$ cat config.mk
export PLATFORM = sky130hd
export DESIGN_NAME = fht_stream_io
export DESIGN_NICKNAME = d
export VERILOG_FILES = /design/src/rtl/fht_stream_io_pkg.sv /design/src/rtl/fht_stream_io_row_serializer.sv /design/src/rtl/fht_stream_io.sv
export SDC_FILE = /design/constraint.sdc
export NUM_CORES = 1
export LEC_CHECK = 0
export CORE_UTILIZATION = 53
export CTS_CLUSTER_DIAMETER = 80
export DETAILED_ROUTE_END_ITERATION = 7
export GPL_TIMING_DRIVEN = 0
export HOLD_SLACK_MARGIN = 0.15
export PLACE_DENSITY_LB_ADDON = 0.12
export SYNTH_ARGS = -nofsm -noshare
export SYNTH_HDL_FRONTEND = slang
export SYNTH_SLANG_ARGS = --single-unit
$ cat constraint.sdc
create_clock -name iCLK -period 2.2 [get_ports iCLK]
set_clock_uncertainty 0.1 [all_clocks]
set_input_delay 0.44 -clock iCLK [delete_from_list [all_inputs] [get_ports iCLK]]
set_output_delay 0.44 -clock iCLK [all_outputs]
set_load 0.03 [all_outputs]
$ cat src/rtl/fht_stream_io_pkg.sv
// Shared types and default sizes for the FHT streaming load/readout block.
// The FSM state type is also the encoding driven on the debug state port.
package fht_stream_io_pkg;

    typedef enum logic [1:0] {
        ST_LOAD  = 2'd0,
        ST_START = 2'd1,
        ST_RUN   = 2'd2,
        ST_OUT   = 2'd3
    } state_t;

    localparam int DEF_IN_BIT = 15;
    localparam int DEF_D_BIT  = 16;
    localparam int DEF_N_BANK = 4;
    localparam int DEF_A_BIT  = 8;

endpackage

$ cat src/rtl/fht_stream_io_row_serializer.sv
// Turns N_BANK-wide RAM rows into a word stream, bank 0 first.
// A second (skid) row register absorbs a prefetched row while the current row drains.
module fht_stream_io_row_serializer
    import fht_stream_io_pkg::*;
#(
    parameter int D_BIT  = DEF_D_BIT,
    parameter int N_BANK = DEF_N_BANK
) (
    input  logic                    iCLK,
    input  logic                    iRESET,
    input  logic                    iROW_VALID,
    input  logic [N_BANK*D_BIT-1:0] iROW_DATA,
    input  logic                    iROW_LAST,
    output logic [1:0]              oSLOTS_USED,
    output logic                    oOUT_VALID,
    output logic [D_BIT-1:0]        oOUT_DATA,
    output logic                    oOUT_LAST,
    input  logic                    iOUT_READY
);

    localparam int NB_BIT = $clog2(N_BANK);
    localparam logic [NB_BIT-1:0] IDX_END = NB_BIT'(N_BANK - 1);

    logic [N_BANK*D_BIT-1:0] r_row;
    logic                    r_row_valid;
    logic                    r_row_last;
    logic [NB_BIT-1:0]       r_idx;
    logic [N_BANK*D_BIT-1:0] r_skid;
    logic                    r_skid_valid;
    logic                    r_skid_last;

    logic                    w_idx_end;
    logic                    w_row_free;
    logic [D_BIT-1:0]        w_word;

    assign w_idx_end  = (r_idx == IDX_END);
    // Row register can take a new row this edge: empty, or its last word handshakes now.
    assign w_row_free = !r_row_valid || (iOUT_READY && w_idx_end);

    always_comb begin
        w_word = r_row[D_BIT-1:0];
        for (int k = 0; k < N_BANK; k++) begin
            if (r_idx == NB_BIT'(k)) begin
                w_word = r_row[k*D_BIT +: D_BIT];
            end
        end
    end

    always_ff @(posedge iCLK) begin
        if (iRESET) begin
            r_row        <= '0;
            r_row_valid  <= 1'b0;
            r_row_last   <= 1'b0;
            r_idx        <= '0;
            r_skid       <= '0;
            r_skid_valid <= 1'b0;
            r_skid_last  <= 1'b0;
        end else if (w_row_free) begin
            r_idx <= '0;
            if (r_skid_valid) begin
                r_row        <= r_skid;
                r_row_last   <= r_skid_last;
                r_row_valid  <= 1'b1;
                r_skid_valid <= iROW_VALID;
                if (iROW_VALID) begin
                    r_skid      <= iROW_DATA;
                    r_skid_last <= iROW_LAST;
                end
            end else if (iROW_VALID) begin
                r_row       <= iROW_DATA;
                r_row_last  <= iROW_LAST;
                r_row_valid <= 1'b1;
            end else begin
                r_row_valid <= 1'b0;
            end
        end else begin
            if (iOUT_READY) begin
                r_idx <= r_idx + NB_BIT'(1);
            end
            if (iROW_VALID) begin
                r_skid       <= iROW_DATA;
                r_skid_last  <= iROW_LAST;
                r_skid_valid <= 1'b1;
            end
        end
    end

    assign oSLOTS_USED = {1'b0, r_row_valid} + {1'b0, r_skid_valid};
    assign oOUT_VALID  = r_row_valid;
    assign oOUT_DATA   = w_word;
    assign oOUT_LAST   = r_row_valid && r_row_last && w_idx_end;

endmodule

$ cat src/rtl/fht_stream_io.sv
// FHT stream front/back end: packs ADC samples into interleaved banks, starts the core,
// then reads result rows back and serialises them in natural index order.
module fht_stream_io
    import fht_stream_io_pkg::*;
#(
    parameter int IN_BIT    = DEF_IN_BIT,
    parameter int D_BIT     = DEF_D_BIT,
    parameter int N_BANK    = DEF_N_BANK,
    parameter int A_BIT     = DEF_A_BIT,
    parameter int SIGNED_IN = 1
) (
    input  logic                    iCLK,
    input  logic                    iRESET,
    input  logic                    iIN_VALID,
    input  logic [IN_BIT-1:0]       iIN_DATA,
    output logic                    oIN_READY,
    output logic [N_BANK-1:0]       oWE,
    output logic [A_BIT-1:0]        oADDR_WR,
    output logic [D_BIT-1:0]        oDATA_WR,
    output logic                    oSOURCE_CONT,
    output logic                    oSTART,
    input  logic                    iCORE_DONE,
    output logic [A_BIT-1:0]        oADDR_RD,
    input  logic [N_BANK*D_BIT-1:0] iDATA_RD,
    output logic                    oOUT_VALID,
    output logic [D_BIT-1:0]        oOUT_DATA,
    output logic                    oOUT_LAST,
    input  logic                    iOUT_READY,
    output logic                    oBUSY,
    output logic [1:0]              oDBG_STATE
);

    localparam int NB_BIT  = $clog2(N_BANK);
    localparam int CNT_BIT = NB_BIT + A_BIT;
    localparam int PAD_BIT = D_BIT - IN_BIT;
    localparam int N_ROWS  = 1 << A_BIT;

    state_t               r_state;
    logic [CNT_BIT-1:0]   r_cnt;
    logic [N_BANK-1:0]    r_we;
    logic [A_BIT-1:0]     r_addr_wr;
    logic [D_BIT-1:0]     r_data_wr;
    logic                 r_src;
    logic                 r_start;
    logic                 r_busy;
    logic                 r_in_ready;
    logic [A_BIT:0]       r_rd_cnt;
    logic                 r_rd_inflight;
    logic                 r_rd_last;

    logic                 w_accept;
    logic                 w_pad_bit;
    logic [D_BIT-1:0]     w_ext;
    logic [1:0]           w_slots;
    logic [2:0]           w_committed;
    logic                 w_rd_issue;
    logic                 w_out_valid;
    logic [D_BIT-1:0]     w_out_data;
    logic                 w_out_last;
    logic                 w_last_hs;

    // Input and output streams: a word transfers on a clock edge where valid && ready are both high.
    assign w_accept  = r_in_ready && iIN_VALID;
    assign w_pad_bit = (SIGNED_IN != 0) ? iIN_DATA[IN_BIT-1] : 1'b0;
    assign w_ext     = {{PAD_BIT{w_pad_bit}}, iIN_DATA};

    // A row read is issued only when the row and skid registers can still hold it on return.
    assign w_committed = {1'b0, w_slots} + {2'b00, r_rd_inflight};
    assign w_rd_issue  = (r_state == ST_OUT) && (r_rd_cnt != (A_BIT+1)'(N_ROWS))
                         && (w_committed < 3'd2);
    assign w_last_hs   = w_out_valid && iOUT_READY && w_out_last;

    always_ff @(posedge iCLK) begin
        if (iRESET) begin
            r_state       <= ST_LOAD;
            r_cnt         <= '0;
            r_we          <= '0;
            r_addr_wr     <= '0;
            r_data_wr     <= '0;
            r_src         <= 1'b1;
            r_start       <= 1'b0;
            r_busy        <= 1'b0;
            r_in_ready    <= 1'b1;
            r_rd_cnt      <= '0;
            r_rd_inflight <= 1'b0;
            r_rd_last     <= 1'b0;
        end else begin
            r_we          <= '0;
            r_start       <= 1'b0;
            r_rd_inflight <= w_rd_issue;
            r_rd_last     <= w_rd_issue && (r_rd_cnt == (A_BIT+1)'(N_ROWS - 1));
            if (w_rd_issue) begin
                r_rd_cnt <= r_rd_cnt + (A_BIT+1)'(1);
            end
            case (r_state)
                ST_LOAD: begin
                    if (w_accept) begin
                        r_we      <= N_BANK'(1) << r_cnt[NB_BIT-1:0];
                        r_addr_wr <= r_cnt[CNT_BIT-1:NB_BIT];
                        r_data_wr <= w_ext;
                        r_cnt     <= r_cnt + CNT_BIT'(1);
                        if (r_cnt == {CNT_BIT{1'b1}}) begin
                            r_state    <= ST_START;
                            r_start    <= 1'b1;
                            r_src      <= 1'b0;
                            r_in_ready <= 1'b0;
                        end
                    end
                end
                ST_START: begin
                    r_state <= ST_RUN;
                    r_busy  <= 1'b1;
                end
                ST_RUN: begin
                    if (iCORE_DONE) begin
                        r_state  <= ST_OUT;
                        r_src    <= 1'b1;
                        r_rd_cnt <= '0;
                    end
                end
                ST_OUT: begin
                    if (w_last_hs) begin
                        r_state    <= ST_LOAD;
                        r_busy     <= 1'b0;
                        r_in_ready <= 1'b1;
                    end
                end
                default: r_state <= ST_LOAD;
            endcase
        end
    end

    fht_stream_io_row_serializer #(
        .D_BIT  (D_BIT),
        .N_BANK (N_BANK)
    ) u_ser (
        .iCLK        (iCLK),
        .iRESET      (iRESET),
        .iROW_VALID  (r_rd_inflight),
        .iROW_DATA   (iDATA_RD),
        .iROW_LAST   (r_rd_last),
        .oSLOTS_USED (w_slots),
        .oOUT_VALID  (w_out_valid),
        .oOUT_DATA   (w_out_data),
        .oOUT_LAST   (w_out_last),
        .iOUT_READY  (iOUT_READY)
    );

    assign oIN_READY    = r_in_ready;
    assign oWE          = r_we;
    assign oADDR_WR     = r_addr_wr;
    assign oDATA_WR     = r_data_wr;
    assign oSOURCE_CONT = r_src;
    assign oSTART       = r_start;
    assign oADDR_RD     = r_rd_cnt[A_BIT-1:0];
    assign oOUT_VALID   = w_out_valid;
    assign oOUT_DATA    = w_out_data;
    assign oOUT_LAST    = w_out_last;
    assign oBUSY        = r_busy;
    assign oDBG_STATE   = r_state;

endmodule

==> results of run 1 <==
-- sequential cells by signal (all words and copies together) (netlist names) --
name,count
u_ser.r_skid,64
u_ser.r_row_last,1
oSOURCE_CONT,1
u_ser.oOUT_VALID,1
oDATA_WR,15
u_ser.r_skid_last,1
u_ser.r_row,64
r_rd_cnt,9
oADDR_WR,8
r_cnt,10
u_ser.r_skid_valid,1
oSTART,1
oBUSY,1
oDBG_STATE,2
oIN_READY,1
r_rd_inflight,1
oWE,4
r_rd_last,1
u_ser.r_idx,2
-- worst max-delay path, stage by stage (launching register included) --
cell,delay [ns]
dfxtp_4,0.37
inv_2,0.05
ha_4,0.20
buf_4,0.16
mux2i_1,0.11
nor2_1,0.14
a21oi_1,0.07
o21ai_1,0.22
buf_4,0.21
-- power breakdown --
group	internal [mW]	total, mW	switching, mW	leakage [nW]
logic	0.219	0.443	0.225	1.88
clock network	1.50	2.80	1.30	0.253
registers	3.42	3.45	0.0203	1.52
-- layer usage --
metal	global-route usage, %	up-vias	share of wire, %
li1	-	3602	-
met4	9.04	0	2.1
met3	6.63	35	6.7
met1	34.5	3338	44
met5	0	-	0
met2	45.0	221	47
-- cells by family after synthesis --
kind of cell,synth area share (%)
AOI/OAI and AO/OA,16.4
DFF,46.9
and+or+nand+nor,17.9
xor gates and xnor gates,1.20
adders and majority gates,1.87
buffers and inverters,5.47
muxes,10.2
-- metrics by stage --
stage / total power, mW / instance area (um2) / worst slack, ns / std cells / hold WS, ns
6_report: 6.69 / 10600 / -0.288 / 1321 / 0.354
4_1_cts: 6.74 / 10300 / -0.374 / 1317 / 0.356
2_1_floorplan: 3.70 / 8060 / -0.0132 / 958 / 0.331
3_3_place_gp: 3.96 / 9720 / -0.686 / 1285 / 0.341
3_5_place_dp: 3.96 / 9720 / -0.745 / 1285 / 0.347
5_1_grt: 6.91 / 10600 / -0.344 / 1321 / 0.371
-- placed cells by master (no fill, tap or decap), drive strengths merged, types with 2 or more instances in the layout --
master,n
dlygate4sd2,2
xor2,4
nor4,3
mux2i,82
xnor2,7
or4,3
dlymetal6s2s,5
or3,4
nor4b,2
o31ai,3
clkbuf,59
o21a,2
inv,16
o21ai,22
ha,12
buf,66
nand2,211
nand4,3
o211ai,3
and3,4
clkdlybuf4s50,119
nor2,103
clkinv,3
dfxtp,188
o41ai,2
a21oi,115
a211oi,65
clkinvlp,3
nand3,7
nor3,8
-- worst min-delay path by stage --
stage | startpoint | end | cells past startpoint | slack [ns]
floorplan | r_rd_last$_SDFF_PP0_ | u_ser.r_skid_last$_SDFFE_PP0P_ | 2 | 0.33
global placement | u_ser.r_skid[38]$_SDFFE_PP0P_ | u_ser.r_skid[38]$_SDFFE_PP0P_ | 2 | 0.34
detailed placement | oDATA_WR[9]$_SDFFE_PP0P_ | oDATA_WR[9]$_SDFFE_PP0P_ | 2 | 0.35
CTS | oDATA_WR[9]$_SDFFE_PP0P_ | oDATA_WR[9]$_SDFFE_PP0P_ | 2 | 0.36
global route | u_ser.r_skid[28]$_SDFFE_PP0P_ | u_ser.r_skid[28]$_SDFFE_PP0P_ | 2 | 0.37
finish | u_ser.r_skid[50]$_SDFFE_PP0P_ | u_ser.r_skid[50]$_SDFFE_PP0P_ | 2 | 0.35
-- what timing repair did --
item                                    CTS  global route
endpoints found under the setup margin   49            90
cloned                                    0             1
pin swaps                                 3            10
buffers inserted                          1             4
gates resized for setup                 136            68
-- layout make-up --
cell class	instances	share of cell area [%]
Timing Repair Buffer	149	14.2
Buffer	80	4.06
Tap cell	184	2.18
Inverter	13	0.462
Sequential cell	188	35.7
Clock inverter	9	0.604
Clock buffer	22	4.39
Multi-Input combinational cell	676	38.4
==> results.ini, run 1 <==
[placed_design]
portBuffers=143
hpwl_um=14700
gp_congestion=0.871

[detailed_routing]
drt_iter0_markers=515
postRouteWirelength_um=21000
vias=7196
first_pass_iters=7
drtAntennaViolNets=0
vias_per_cell=5.45
wire_per_inst_um=15.9
drc_errors=16

[floorplanning]
start_util_pct=54.8
dieArea_um2=15600
die_y_um=125
io_pins=144
dieWidth_um=125
coreArea_um2=14600
std_cell_rows=44

[yosys]
yosysTopAreaCellShare_pct=46.9
synth_fp_nets=1054
ys_seq_elements=188
async_flop_share_pct=0
ys_top_cells_by_area=dfxtp_1 (47%), mux2i_1 (10%), nand2_1 (9.9%)
ys_types=43
syn_avg_cell_area_um2=8.37
synth_most_common_cell=nand2_1
synth_edf_count=0
netlist_area_um2=8020
synth_ff_type=dfxtp_1
seq_area_frac_synth_pct=46.9
synth_area_leader_cell=dfxtp_1
synth_common_cells=nand2_1 (211), dfxtp_1 (188), a21oi_1 (115), nor2_1 (103), mux2i_1 (82)
yosysWarningCount=0
postSynthCellCount=958

[worst_setup_path]
crit_type=reg2out
setup.worst_path.end=oOUT_DATA[2]
reg2reg_slack_ns=0.13
r2r_cells=7
reg2reg_from=u_ser.r_idx[0]$_SDFFE_PP0P_
cp.arrival_ns=1.95
crit_path_end_kind=output pin
worstSetupStartpointType=flip-flop
timing.rr.end=u_ser.r_row[58]$_SDFFE_PP0P_
cp_max_fo=7
cp.required_ns=1.66
worstSetupStartpoint=u_ser.r_idx[1]$_SDFFE_PP0P_

[sta]
period_share_pct=113
setup_slack_ns=-0.288
maxSlewViolCount=0
setup_viol=16
maxSlewHeadroom_pct=50.0
finalHoldViolCount=0
clock.fmax_mhz=402
finalSetupTns_ns=-3.93
rsz0062_at_grt=yes
worstMarginPinSlew_ns=0.751
finalCriticalPeriod_ns=2.49

[finish]
n_antenna_cell=0
final_nets=1221
finish.utilization_pct=72.2
final.fill_count=1149
drive_above_1_share_pct=13.7
area_growth_pct=31.7
multi_input_area_um2=4060
regArea_um2=3770

[clock_network]
clockRootBuffer=clkbuf_16
cts_max_level=4
cts_tree=built
cts.path.max_buffers=2
clock-sinks=188
clk_latency_ns=0.43
ctsHoldBuffers=0
cts_buffers=17
clk_pin_slew_ns=0.06

[pwr]
leakage_nw=3.65
ir_drop_v=0.000547
power_density_nw_per_um2=633

[global_route]
grt_pass1_vias=6724
track_usage_pct=27.1
grt-ovfl-total=0
grt_start_max_net_pins=17
antenna_found_initial=0
grt_pass1_wl_um=33700

[status]
violations=DRC, setup timing
status=finished, violations left

[job]
drv_cap=0

[min_path]
min_path_type=reg2reg

Power figures use the tool's default switching activity.
==> inputs of run 2 (changes only) <==
- CORE_UTILIZATION: 53 -> 47
==> results.ini, run 2 (same netlist as run 1, synthesis figures left out) <==
[status]
status=finished, violations left
violations=setup timing

[floorplanning]
dieArea_um2=17600
die_y_um=133
dieWidth_um=133
coreArea_um2=16600
std_cell_rows=47
start_util_pct=48.2
io_pins=144

[min_path]
min_to=oADDR_WR[1]$_SDFFE_PP0P_
min_path_type=reg2reg
hold_path_depth=2
worstHoldStart=oADDR_WR[1]$_SDFFE_PP0P_

[pwr]
power_frac_clock_pct=45.0
power.switching_mw=1.59
internal-power_mw=5.48
pwr-share-seq_pct=48.7
power.total_mw=7.07
power_switching_share_pct=22.5
leakage_nw=3.69
p_comb_share_pct=6.3
power_density_nw_per_um2=657
ir_drop_v=0.000624

[worst_setup_path]
timing.rr.end=u_ser.r_skid[47]$_SDFFE_PP0P_
r2r_cells=9
crit_type=reg2out
crit_path_end_kind=output pin
cp_top_family=buffers and inverters
worstSetupStartpointType=flip-flop
reg2reg_from=u_ser.r_idx[0]$_SDFFE_PP0P_
cp.required_ns=1.66
path_cells=inv_2 -> ha_4 -> buf_12 -> mux2i_1 -> nor2_1 -> a21oi_2 -> o21ai_2 -> buf_6
cp.arrival_ns=1.93
cp_max_fo=6
crit_buf_inv=3
reg2reg_slack_ns=0.13
critPathSlowestCell=dfxtp_2
cpPeakStageDelay_ns=0.33

[global_route]
grt-ovfl-total=0
track_usage_pct=24.4
antenna_found_initial=0
grt_start_max_net_pins=17
grt_pass1_vias=6647
grt_pass1_wl_um=33800

[clock_network]
clk_pin_slew_ns=0.07
clock-sinks=188
cts.path.max_buffers=2
cts_max_level=4
cts_tree=built
cts_buffers=17
clk_latency_ns=0.43
clockRootBuffer=clkbuf_16
ctsHoldBuffers=0

[finish]
drive_above_1_share_pct=13.9
multi_input_area_um2=4070
final_nets=1222
final_cell_mix=nand2_1 (211), dfxtp_1 (186), clkdlybuf4s50_1 (120)
final_area_um2=10800
n_antenna_cell=0
area_growth_pct=34.2
final.fill_count=1439
regArea_um2=3770
final_common_cell=nand2_1

[placed_design]
portBuffers=143
hpwl_um=14900
gp_congestion=0.881
placed_area_um2=9760
dp_slack_ns=-0.743

[detailed_routing]
drc_errors=0
vias_per_cell=5.22
wire_per_inst_um=15.6
vias=7098
drtAntennaViolNets=0
postRouteWirelength_um=21200
drt_iter0_markers=369
first_pass_iters=5

[sta]
maxSlewHeadroom_pct=52.1
worstMarginPinSlew_ns=0.718
period_share_pct=112
maxSlewViolCount=0
rsz0062_at_grt=yes
setup_slack_ns=-0.275
finalSetupTns_ns=-3.50
setup_viol=16
finalHoldViolCount=0
finalCriticalPeriod_ns=2.47
clock.fmax_mhz=404

[job]
drv_cap=0

-- run 2: what timing repair did --
action,in CTS,in global routing
setup endpoints to repair,50,125
setup buffers,3,3
hold endpoints to repair,0,0
gates resized for setup,161,61
pin swaps,7,7
gates cloned,1,0
-- run 2: worst max-delay path by stage --
stage,slack [ns],end,startpoint,cells after the start
finish,-0.27,oOUT_DATA[8],u_ser.r_idx[1]$_SDFFE_PP0P_,8
global route,-0.35,oOUT_DATA[4],u_ser.r_idx[1]$_SDFFE_PP0P_,8
CTS,-0.35,oOUT_DATA[10],u_ser.r_idx[1]$_SDFFE_PP0P_,9
detailed placement,-0.74,oOUT_DATA[6],u_ser.r_idx[0]$_SDFFE_PP0P_,8
global placement,-0.72,oOUT_DATA[6],u_ser.r_idx[0]$_SDFFE_PP0P_,8
floorplan,-0.01,oOUT_DATA[10],u_ser.r_idx[0]$_SDFFE_PP0P_,7
-- run 2: worst min-delay path, cell delays in order (launching register included) --
cell and delay (ns):
dfxtp_1 0.31, nand2_1 0.05, a21oi_1 0.05
-- run 2: power groups by stage --
| stage | registers [mW] | logic [mW] | clock network [mW] |
|---|---|---|---|
| 6_report | 3.44 | 0.444 | 3.18 |
| 5_1_grt | 3.45 | 0.477 | 3.38 |
| 4_1_cts | 3.44 | 0.446 | 3.23 |
| 2_1_floorplan | 3.56 | 0.135 | 0 |
| 3_3_place_gp | 3.52 | 0.443 | 0 |
| 3_5_place_dp | 3.52 | 0.442 | 0 |
-- run 2: layout make-up --
class                           instances  share of cell area (%)
Multi-Input combinational cell        676                    37.8
Sequential cell                       188                    35.0
Timing Repair Buffer                  150                    14.0
Buffer                                 80                    4.45
Clock buffer                           20                    4.15
Tap cell                              220                    2.56
Clock inverter                         12                    1.53
Inverter                               13                   0.453
-- run 2: metal layers --
layer | share of wire (%) | global-route usage [%]
met2 | 47 | 39.0
met1 | 47 | 32.1
met4 | 2.1 | 9.00
met3 | 4.2 | 5.56
met5 | 0 | 0
-- run 2: through the flow --
stage	utilization, %	cells	hold slack [ns]
after floorplan	-	958	0.331
after global placement	58.7	1321	0.341
after detailed placement	58.7	1321	0.346
after CTS	63.5	1357	0.356
after global routing	64.7	1359	0.367
final	64.7	1359	0.354
==> inputs of run 3 (changes only) <==
- PLACE_DENSITY: unset -> 0.83
- PLACE_DENSITY_LB_ADDON: 0.12 -> unset
==> results.ini, run 3 (same netlist as run 1, synthesis figures left out) <==
[floorplanning]
coreArea_um2=16600
dieArea_um2=17600
dieWidth_um=133
die_y_um=133
io_pins=144
start_util_pct=48.2
std_cell_rows=47

[finish]
drive_above_1_share_pct=15.2
final_cell_mix=nand2_1 (211), dfxtp_1 (186), clkdlybuf4s50_1 (118)
n_antenna_cell=0
final_nets=1225
final_common_cell=nand2_1
area_growth_pct=36.3
final_area_um2=10900
finish.utilization_pct=65.7

[global_route]
grt_start_max_net_pins=17
grt-ovfl-total=0
antenna_found_initial=2
track_usage_pct=24.9
grt_pass1_vias=7087
grt_pass1_wl_um=34700

[clock_network]
clockRootBuffer=clkbuf_16
cts_tree=built
cts_max_level=4
cts.path.max_buffers=2
clk_latency_ns=0.44
ctsHoldBuffers=0
clock-sinks=188
clk_pin_slew_ns=0.07
cts_buffers=17

[pwr]
p_comb_share_pct=6.1
power_switching_share_pct=21.8
power.total_mw=7.40
power_density_nw_per_um2=676
power.switching_mw=1.61
internal-power_mw=5.78
leakage_nw=3.79
power_frac_clock_pct=47.4
pwr-share-seq_pct=46.6
ir_drop_v=0.000605

[sta]
maxSlewViolCount=0
period_share_pct=116
rsz0062_at_grt=yes
finalSetupTns_ns=-3.80
clock.fmax_mhz=392
worstMarginPinSlew_ns=0.770
finalHoldViolCount=0
setup_viol=16
setup_slack_ns=-0.352
maxSlewHeadroom_pct=48.7
finalCriticalPeriod_ns=2.55

[worst_setup_path]
worstSetupStartpointType=flip-flop
cp_max_fo=8
crit_buf_inv=3
cp_top_family=buffers and inverters
reg2reg_slack_ns=0.08
path_cells=inv_2 -> ha_4 -> buf_12 -> mux2i_2 -> nor2_1 -> a21oi_1 -> o21ai_2 -> buf_6
cpPeakStageDelay_ns=0.32
crit_path_end_kind=output pin
cp.required_ns=1.66
cp.arrival_ns=2.01
critPathSlowestCell=dfxtp_2
crit_type=reg2out

[detailed_routing]
postRouteWirelength_um=22900
vias_per_cell=5.48
wire_per_inst_um=16.8
first_pass_iters=5
drt_iter0_markers=641
drtAntennaViolNets=0
drc_errors=0
vias=7462

[placed_design]
placed_area_um2=9760
gp_congestion=0.943
hpwl_um=15200
dp_slack_ns=-0.654
portBuffers=143

[min_path]
min_path_type=reg2reg

[status]
violations=setup timing
status=finished, violations left

[job]
drv_cap=0

[run 3: changes by cell type in the layout (fill, tap and decap cells not counted), sizes merged]
| cell | delta |
|---|---|
| buf | +12 |
| clkbuf | -11 |
| bufinv | +3 |
| clkdlybuf4s50 | -2 |
| clkinv | -2 |
| dlymetal6s2s | +2 |
| inv | +2 |
| clkinvlp | -1 |
[run 3: stage by stage]
step           hold WS (ns)  cells
6_report              0.353   1362
3_3_place_gp          0.337   1321
2_1_floorplan         0.331    958
3_5_place_dp          0.346   1321
5_1_grt               0.370   1362
4_1_cts               0.355   1360
[run 3: layer usage]
| layer | routed length (um) | GRT usage (%) | part of all wire [%] | up-vias |
|---|---|---|---|---|
| met5 | 11 | 0 | 0.048 | - |
| met4 | 715 | 10.2 | 3.1 | 2 |
| met3 | 1520 | 6.13 | 6.6 | 59 |
| met2 | 10900 | 41.5 | 47 | 259 |
| met1 | 9770 | 30.7 | 43 | 3529 |
| li1 | - | - | - | 3613 |
[run 3: power groups by stage]
stage,clock network (mW),logic [mW],registers [mW]
after floorplan,0,0.135,3.56
after global placement,0,0.437,3.52
after detailed placement,0,0.442,3.52
after CTS,3.50,0.447,3.44
after global routing,3.66,0.476,3.45
final,3.50,0.449,3.44
[run 3: final cells by class]
cell class	count	area [um2]
Fill cell	1274	5710
Buffer	80	458
Inverter	13	48.8
Timing Repair Buffer	153	1570
Multi-Input combinational cell	676	4150
Clock buffer	18	429
Tap cell	220	275
Sequential cell	188	3770
Clock inverter	14	240
[run 3: final timing paths]
path,start,to,depth (start not counted)
worst max register to register,u_ser.r_idx[1]$_SDFFE_PP0P_,u_ser.r_row[42]$_SDFFE_PP0P_,9
worst min-delay path,oADDR_WR[7]$_SDFFE_PP0P_,oADDR_WR[7]$_SDFFE_PP0P_,2
worst max-delay path,u_ser.r_idx[1]$_SDFFE_PP0P_,oOUT_DATA[11],8
worst min register to register,oADDR_WR[7]$_SDFFE_PP0P_,oADDR_WR[7]$_SDFFE_PP0P_,2
[run 3: worst register-to-register path: cells and delay by family (launching register included)]
kind                       cells  cell delay [ns]
buffers and inverters          4             0.77
and+or+nand+nor                2             0.25
adders and majority gates      1             0.16
DFF                            1             0.33
AOI/OAI and AO/OA              2             0.40
[run 3: timing repair]
| action | in CTS | in global routing |
|---|---|---|
| resized for setup | 158 | 75 |
| endpoints found under the hold margin | 0 | 0 |
| pin swaps | 10 | 13 |
| endpoints found under the setup margin | 44 | 121 |
| gates cloned | 1 | 1 |
| buffers inserted | 6 | 2 |
